**src/rtl/cache_ctrl.sv**
```systemverilog
// Request sequencer in front of the single-port cache store: load/store handshake, cache lookup,
// memory fetch and fill on a miss, write-through/write-update stores, saturating hit/miss statistics.
module cache_ctrl #(
    parameter int unsigned ADDR_WIDTH  = 10,
    parameter int unsigned DATA_WIDTH  = 16,
    parameter int unsigned MEM_TIMEOUT = 255
) (
    input  logic                  clk,
    input  logic                  reset,
    input  logic                  req_valid,
    output logic                  req_ready,
    input  logic                  req_we,
    input  logic [ADDR_WIDTH-1:0] req_addr,
    input  logic [DATA_WIDTH-1:0] req_wdata,
    output logic                  resp_valid,
    input  logic                  resp_ready,
    output logic [DATA_WIDTH-1:0] resp_rdata,
    output logic                  resp_err,
    output logic [ADDR_WIDTH-1:0] cache_addr,
    output logic [DATA_WIDTH-1:0] cache_wdata,
    output logic                  cache_we,
    output logic                  cache_oe,
    input  logic [DATA_WIDTH-1:0] cache_rdata,
    input  logic                  cache_hit,
    output logic                  mem_req,
    output logic                  mem_we,
    output logic [ADDR_WIDTH-1:0] mem_addr,
    output logic [DATA_WIDTH-1:0] mem_wdata,
    input  logic [DATA_WIDTH-1:0] mem_rdata,
    input  logic                  mem_ack,
    output logic [15:0]           hit_count,
    output logic [15:0]           miss_count
);

    typedef enum logic [2:0] {
        S_IDLE      = 3'd0,
        S_LOOKUP    = 3'd1,
        S_CHECK     = 3'd2,
        S_MEM_READ  = 3'd3,
        S_FILL      = 3'd4,
        S_MEM_WRITE = 3'd5,
        S_RESP      = 3'd6
    } state_e;

    localparam logic [15:0] TMO_LAST = 16'(MEM_TIMEOUT - 32'd1);

    function automatic logic [15:0] sat_inc(input logic [15:0] val);
        return (val == 16'hFFFF) ? val : val + 16'd1;
    endfunction

    state_e                state_q, state_d;
    logic                  req_ready_q, req_ready_d;
    logic                  resp_valid_q, resp_valid_d;
    logic [DATA_WIDTH-1:0] resp_rdata_q, resp_rdata_d;
    logic                  resp_err_q, resp_err_d;
    logic [ADDR_WIDTH-1:0] cache_addr_q, cache_addr_d;
    logic [DATA_WIDTH-1:0] cache_wdata_q, cache_wdata_d;
    logic                  cache_we_q, cache_we_d;
    logic                  cache_oe_q, cache_oe_d;
    logic                  mem_req_q, mem_req_d;
    logic                  mem_we_q, mem_we_d;
    logic [ADDR_WIDTH-1:0] mem_addr_q, mem_addr_d;
    logic [DATA_WIDTH-1:0] mem_wdata_q, mem_wdata_d;
    logic [15:0]           tmo_q, tmo_d;
    logic [15:0]           hit_count_q, hit_count_d;
    logic [15:0]           miss_count_q, miss_count_d;
    logic                  tmo_expire;

    // A mem_ack in the limit cycle is tested first, so it wins over the timeout.
    assign tmo_expire = (tmo_q == TMO_LAST);

    // State register and all registered outputs.
    always_ff @(posedge clk) begin
        if (reset) begin
            state_q       <= S_IDLE;
            req_ready_q   <= 1'b1;
            resp_valid_q  <= 1'b0;
            resp_rdata_q  <= {DATA_WIDTH{1'b0}};
            resp_err_q    <= 1'b0;
            cache_addr_q  <= {ADDR_WIDTH{1'b0}};
            cache_wdata_q <= {DATA_WIDTH{1'b0}};
            cache_we_q    <= 1'b0;
            cache_oe_q    <= 1'b0;
            mem_req_q     <= 1'b0;
            mem_we_q      <= 1'b0;
            mem_addr_q    <= {ADDR_WIDTH{1'b0}};
            mem_wdata_q   <= {DATA_WIDTH{1'b0}};
            tmo_q         <= 16'd0;
            hit_count_q   <= 16'd0;
            miss_count_q  <= 16'd0;
        end else begin
            state_q       <= state_d;
            req_ready_q   <= req_ready_d;
            resp_valid_q  <= resp_valid_d;
            resp_rdata_q  <= resp_rdata_d;
            resp_err_q    <= resp_err_d;
            cache_addr_q  <= cache_addr_d;
            cache_wdata_q <= cache_wdata_d;
            cache_we_q    <= cache_we_d;
            cache_oe_q    <= cache_oe_d;
            mem_req_q     <= mem_req_d;
            mem_we_q      <= mem_we_d;
            mem_addr_q    <= mem_addr_d;
            mem_wdata_q   <= mem_wdata_d;
            tmo_q         <= tmo_d;
            hit_count_q   <= hit_count_d;
            miss_count_q  <= miss_count_d;
        end
    end

    // Next-state logic.
    always_comb begin
        state_d = state_q;
        case (state_q)
            S_IDLE: begin
                if (req_valid && req_ready_q) begin
                    state_d = req_we ? S_MEM_WRITE : S_LOOKUP;
                end else begin
                    state_d = S_IDLE;
                end
            end
            S_LOOKUP: state_d = S_CHECK;
            S_CHECK: begin
                if (cache_hit) begin
                    state_d = S_RESP;
                end else begin
                    state_d = S_MEM_READ;
                end
            end
            S_MEM_READ: begin
                if (mem_ack) begin
                    state_d = S_FILL;
                end else if (tmo_expire) begin
                    state_d = S_RESP;
                end else begin
                    state_d = S_MEM_READ;
                end
            end
            S_FILL: state_d = S_RESP;
            S_MEM_WRITE: begin
                if (mem_ack || tmo_expire) begin
                    state_d = S_RESP;
                end else begin
                    state_d = S_MEM_WRITE;
                end
            end
            S_RESP: begin
                if (resp_ready) begin
                    state_d = S_IDLE;
                end else begin
                    state_d = S_RESP;
                end
            end
            default: state_d = S_IDLE;
        endcase
    end

    // Next values of the registered outputs, counters and timeout counter.
    always_comb begin
        // Strobes follow the state being entered so they are visible in that state's cycle.
        req_ready_d   = (state_d == S_IDLE);
        resp_valid_d  = (state_d == S_RESP);
        cache_oe_d    = (state_d == S_LOOKUP);
        mem_req_d     = (state_d == S_MEM_READ) || (state_d == S_MEM_WRITE);
        mem_we_d      = (state_d == S_MEM_WRITE);
        cache_we_d    = (state_d == S_FILL) || ((state_q == S_IDLE) && (state_d == S_MEM_WRITE));
        resp_rdata_d  = resp_rdata_q;
        resp_err_d    = resp_err_q;
        cache_addr_d  = cache_addr_q;
        cache_wdata_d = cache_wdata_q;
        mem_addr_d    = mem_addr_q;
        mem_wdata_d   = mem_wdata_q;
        tmo_d         = tmo_q;
        hit_count_d   = hit_count_q;
        miss_count_d  = miss_count_q;
        case (state_q)
            S_IDLE: begin
                tmo_d = 16'd0;
                if (req_valid && req_ready_q) begin
                    cache_addr_d  = req_addr;
                    cache_wdata_d = req_wdata;
                    mem_addr_d    = req_addr;
                    mem_wdata_d   = req_wdata;
                end else begin
                    cache_addr_d  = cache_addr_q;
                    cache_wdata_d = cache_wdata_q;
                end
            end
            S_CHECK: begin
                tmo_d = 16'd0;
                if (cache_hit) begin
                    resp_rdata_d = cache_rdata;
                    hit_count_d  = sat_inc(hit_count_q);
                end else begin
                    miss_count_d = sat_inc(miss_count_q);
                end
            end
            S_MEM_READ: begin
                if (mem_ack) begin
                    resp_rdata_d  = mem_rdata;
                    cache_wdata_d = mem_rdata;
                end else if (tmo_expire) begin
                    resp_rdata_d = {DATA_WIDTH{1'b0}};
                    resp_err_d   = 1'b1;
                end else begin
                    tmo_d = tmo_q + 16'd1;
                end
            end
            S_MEM_WRITE: begin
                if (mem_ack) begin
                    resp_rdata_d = {DATA_WIDTH{1'b0}};
                    resp_err_d   = 1'b0;
                end else if (tmo_expire) begin
                    resp_rdata_d = {DATA_WIDTH{1'b0}};
                    resp_err_d   = 1'b1;
                end else begin
                    tmo_d = tmo_q + 16'd1;
                end
            end
            S_RESP: begin
                if (resp_ready) begin
                    resp_err_d = 1'b0;
                end else begin
                    resp_err_d = resp_err_q;
                end
            end
            default: begin
                tmo_d = tmo_q;
            end
        endcase
    end

    assign req_ready   = req_ready_q;
    assign resp_valid  = resp_valid_q;
    assign resp_rdata  = resp_rdata_q;
    assign resp_err    = resp_err_q;
    assign cache_addr  = cache_addr_q;
    assign cache_wdata = cache_wdata_q;
    assign cache_we    = cache_we_q;
    assign cache_oe    = cache_oe_q;
    assign mem_req     = mem_req_q;
    assign mem_we      = mem_we_q;
    assign mem_addr    = mem_addr_q;
    assign mem_wdata   = mem_wdata_q;
    assign hit_count   = hit_count_q;
    assign miss_count  = miss_count_q;

endmodule

```
**config.mk**
```make
export PLATFORM = sky130hd
export DESIGN_NAME = cache_ctrl
export DESIGN_NICKNAME = d
export VERILOG_FILES = /design/src/rtl/cache_ctrl.sv
export SDC_FILE = /design/constraint.sdc
export NUM_CORES = 1
export LEC_CHECK = 0
export CAP_MARGIN = 15
export CORE_MARGIN = 2
export CORE_UTILIZATION = 40
export DETAILED_ROUTE_END_ITERATION = 7
export PLACE_DENSITY = 0.69
export RECOVER_POWER = 25
export SLEW_MARGIN = 20
export SYNTH_ARGS = -nofsm -noshare
export SYNTH_HDL_FRONTEND = slang
export SYNTH_SLANG_ARGS = --single-unit
```
**constraint.sdc**
```tcl
create_clock -name clk -period 2.75 [get_ports clk]
set_input_delay 0.55 -clock clk [delete_from_list [all_inputs] [get_ports clk]]
set_output_delay 0.55 -clock clk [all_outputs]
set_load 0.02 [all_outputs]
```
After elaboration in Yosys (flattened, before gate mapping). Index checks and enable logic that the tools add are counted.

Register bits: 116. Input bits: 65. Output and inout port bits: 107. Logic and storage cells: 86.

$add $sub $neg: 3. Equal/unequal tests: 21. Mux-type cells: 24. Bitwise gates (word level): 3. Reductions and logical operators: 20.

Operators by type and width (number): 16-bit 2-to-1 mux (8); 16-bit case mux with 2 select lines (2); 16-bit by 1-bit adder with 16-bit output, second input constant (3); 16-bit case mux with 3 select lines (1); 16-bit equality test, second input constant (2); 3-bit case mux with 7 select lines (1); 3-bit equality test, second input constant (6); 3-bit 2-to-1 mux (6); 16-bit by 8-bit equality test with 1-bit output, second input constant (1); 3-bit AND reduction (5); 2-bit != test, second input constant (7); 3-bit by 2-bit equality test with 1-bit output, second input constant (3); 3-bit by 1-bit equality test with 1-bit output, second input constant (2); 3-bit zero test (2); 3-bit nonzero test (2); 1-bit 2-to-1 mux (4); 2-bit AND reduction (2); 2-bit nonzero test (2); 2-bit OR reduction (2); 1-bit logical OR (3); 1-bit inverter (3); 1-bit case mux with 3 select lines (1); 1-bit logical AND (2); 2-bit 2-to-1 mux (1).

Longest topological paths before layout.
Word-level depth: 7. Gate-level depth with buffers: 8. Gate-level depth less buffers: 7.

Worst setup path before layout. OpenSTA, ideal clock, no wires.

Path kind: reg2reg. Start point: register tmo_q[0]. End point: register mem_req_q, in the netlist mem_req. Library setup time: 0.071 ns. Arrival: 2.254 ns. Data required time: 2.679 ns. Slack: 0.425 ns. Stages on the path, launching flop included: 8. Path buffers: 0. Period minus slack after synthesis: 2.325 ns. Cells stage by stage: dfxtp_1 -> inv_1 -> ha_1 -> or4b_4 -> o41a_1 -> o2111a_2 -> or3b_1 -> a21oi_1.

Cells in the longest elaborated chain, start to end: 6. Elaborated cells between the ends (all ways): 9. Classes of those cells: 3 x eq/ne; 4 x mux; 2 x reduce/logical.

Ends and longest elaborated chain: start, declared (line 64) `logic [15:0] tmo_q, tmo_d;`; start signal, assigned (line 105) `tmo_q <= tmo_d;`; 16-bit by 8-bit equality test with 1-bit output (*) (line 70) `assign tmo_expire = (tmo_q == TMO_LAST);`; 3-bit 2-to-1 mux or 1-bit logical OR (tied branches) (line 133, 141); 3-bit 2-to-1 mux or 2-bit 2-to-1 mux (tied branches) (line 131, 141); 3-bit case mux with 7 select lines (*) (line 114) `case (state_q)`; 3-bit by 2-bit equality test with 1-bit output or 3-bit equality test (tied branches) (line 164) `mem_req_d = (state_d == S_MEM_READ) || (state_d == S_MEM_WRITE);`; 1-bit logical OR (*) (line 164); end signal, assigned (line 101) `mem_req_q <= mem_req_d;`; end, declared (line 60) `logic mem_req_q, mem_req_d;`.

Every way passes the cells marked *; elsewhere a longest branch is shown, timed or not. A chain may end at the register's enable or synchronous reset.

Worst setup path after layout. Same ends and word-level chain as after synthesis.

==> metrics.txt <==
Max rail drop VDD approximately 0.37 mV; drc violations 0; Initial Util 40.40%; Leak slightly below 0.003 µW; post-DR vias/cell approximately 5.3; endpoint of the most critical register-to-register path mem_req; GRT overflow 0; Max Cap Viol 0; final cell count without fillers approximately 1000; arrival time of the worst setup path 2.83 ns; filler cell count in the final layout between 1k and 1.5k; All-Layer GR Usage between 20% and 30%; power share of the clock group between 30% and 40%; Final Skew around 0.0083 ns; latest clock arrival within the worst-skew pair around 0.4 ns; critical path required time 3.08 ns; fraction of final layout cells sized beyond drive strength 1 roughly 7.2%; initial drt markers between 200 and 300; overall power after layout roughly 6400 µW; highest clock frequency the design can meet between 0.4 and 0.5 GHz; period utilisation layout 90.88%; number of buffers inserted by post-CTS setup repair 0; sort of element at the end of the critical path register; clock tree sinks ~120; startpoint of the worst register-to-register path tmo_q[0]; Hold Path Cell Cnt 2; number of buffers added by the clock tree synthesis step 17; CTS tree done; drt pass-1 iters 5; DR WL/cell ~16 µm; sequential cell fraction of total power between 30% and 40%; overall die width 119.0 µm; leading cell types by total area after synthesis dfxtp_1 44%, a21oi_1 6.6%, nor2_1 6.1%; final-report hold violation count 0; proportion of register bits with asynchronous set or reset after synthesis 0%; path depth of the worst reg2reg path 7; number of antenna violations at the first check in global routing 0; wire length of the first global-routing pass roughly 25 mm; Final Wtd Congestion 0.8726; status completed; total routed wirelength between 15 and 20 mm; number of rows in the core area 42; die height approximately 120 µm; top-level I/O count around 170; register area share after synthesis ~44%; Psw between 2000 and 2500 µW; Core Footprint about 0.013 mm²; transition time at the pin with the least slew margin 1.006 ns; synthesized instance count 635; Layout area overhead 44.97%; Worst Min Path Start reset; Port Buffer Count between 150 and 200; switch share roughly a third; Mapped Avg Cell Area about 8.3 µm²; Post-CTS Hold Fix Bufs 0; R2R Setup Slk 0.25 ns; combinational share of power 34.5%; number of distinct standard cells referenced by the synthesized netlist 60; total placed cells including tap cells about 950; Post-Synthesis Net Count about 700; most used flip-flop cell after synthesis dfxtp_1; kind of start point of the critical path register; Via Count 5225; final max-slew violation count 0; number of global-route vias before repair 4933; number of H-tree levels 4; Yosys reg bits around 120; library cell with the largest summed area after synthesis dfxtp_1; post-cts resize count 0; final layout net count 861; crit path max fanout 7; DIE AREA 0.01415 mm²; sum of negative setup slack 0 ns; antenna diode count 0; Final Critical Period 2.499 ns; worst setup path class reg -> reg; unrepaired setup endpoints after global routing no; Longest Clk Path Bufs 2; hold crit path type in -> reg; number of synthesis warnings 0; maximum number of pins on one net before global-route repair 52; clock transition at the register clock pins on the worst setup and hold paths after CTS ~0.050 ns; worst hold endpoint hit_count[8]; area of the mapped netlist between 0.005 and 0.006 mm²; remaining antenna violation count 0; power density over cell area approximately 830 mW/mm²; top-area cell type share of the netlist area between 40% and 50%; relative slew slack about a third; number of setup violations in the final report 0; count of flip-flops with a built-in enable after synthesis 0; post-detail-place hpwl between 10 and 15 mm; root buffer selected by CTS clkbuf_16; internal power between 4000 and 5000 µW
==> per-stage QoR <==
stage	instance area (µm²)	util, %	hold slack [ns]	setup slack (ns)
floorplan	5286	-	0.4584	0.4249
finish	7664	58.57	0.3592	0.2509
detailed placement	7108	54.32	0.4500	0.2407
global placement	7108	54.32	0.4439	0.2968
CTS	7670	58.62	0.3408	0.2860
global route	7664	58.57	0.3572	0.1312
==> cell families (layout without fill, tap and decap cells) <==
kind of cell / after synthesis / in the layout / share of synthesized area, %
and+or+nand+nor: 266 / 266 / 24.40
AOI/OAI and AO/OA: 147 / 147 / 17.49
DFF: 116 / 116 / 43.93
buffers and inverters: 55 / 224 / 4.804
xor gates and xnor gates: 24 / 24 / 3.976
muxes: 23 / 23 / 4.450
adders and majority gates: 4 / 4 / 0.9468
==> layer usage <==
metal	track usage [%]	vias up	wire [µm]
met1	26.07	2499	6452
met5	0	-	0
met3	6.944	15	1231
met2	37.61	152	8017
li1	-	2559	-
met4	9.524	0	224
==> worst max path at each step <==
stage                         start  slack, ns             end  depth (start not counted)
after floorplan            tmo_q[0]       0.42         mem_req                          7
after global placement    cache_hit       0.30  miss_count[14]                          7
after detailed placement  cache_hit       0.24   hit_count[11]                          5
after CTS                  tmo_q[0]       0.29         mem_req                          7
after global routing       tmo_q[0]       0.13         mem_req                          7
final                      tmo_q[0]       0.25         mem_req                          7
==> power by group through the flow <==
stage                     clock network (µW)  logic [µW]  registers (µW)
final                                   2060        2200            2120
after global routing                    2170        2380            2160
after CTS                               2090        2280            2130
after detailed placement                   0        2270            2160
after global placement                     0        2220            2150
after floorplan                            0        1140            2370
==> area by class of cell <==
type	instances	area, µm²	share of cell area [%]
Clock buffer	28	546.8	7.135
Clock inverter	3	15.01	0.1959
Inverter	6	22.52	0.2939
Multi-Input combinational cell	464	2714	35.41
Sequential cell	116	2322	30.30
Tap cell	176	220.2	2.873
Timing Repair Buffer	187	1823	23.79
==> sequential cells by signal (all words and copies together) (netlist names) <==
signal	count
resp_valid	1
req_ready	1
cache_wdata	16
resp_rdata	16
tmo_q	16
resp_err	1
miss_count	16
state_q	3
cache_we	1
mem_we	1
mem_wdata	16
mem_addr	10
cache_oe	1
mem_req	1
hit_count	16
==> layout by cell type, fill, tap and decap left out, types with 15 or more instances in the layout <==
| cell | netlist | final |
|---|---|---|
| clkdlybuf4s50_1 | 0 | 121 |
| dfxtp_1 | 116 | 116 |
| nor2_1 | 86 | 86 |
| nand2_1 | 72 | 72 |
| a21oi_1 | 70 | 69 |
| dlygate4sd3_1 | 0 | 49 |
| nand3_1 | 25 | 25 |
| xnor2_1 | 23 | 23 |
| mux2i_1 | 19 | 19 |
| clkbuf_16 | 0 | 17 |
| a22oi_1 | 16 | 16 |
| a2bb2oi_1 | 16 | 16 |
| o21ai_0 | 17 | 16 |
| nand4_1 | 15 | 15 |
| buf_4 | 10 | 15 |
==> synth_stat cells (all sizes together) (3+ instances only) <==
cell     count
nor3         7
and4         4
a22oi       16
o31ai        4
clkbuf      33
nor2        86
ha           4
mux2i       19
and3        11
nand4       15
dfxtp      116
inv          6
nor3b        3
mux2         4
nand3       25
buf         16
nor4         4
a21o         3
xnor2       23
nor4b        4
a211oi       7
or3         15
o21ai       18
a2bb2oi     16
a21oi       71
nand2       72
nor2b        6
==> worst max-delay path: stages, from the launching register on <==
cell and delay (ns):
dfxtp_1 0.33, inv_1 0.09, ha_1 0.14, or4b_4 0.45, o41a_1 0.55, o2111a_2 0.35, or3b_1 0.37, a21oi_1 0.16
No activity file was read; power rests on OpenSTA's default activity.
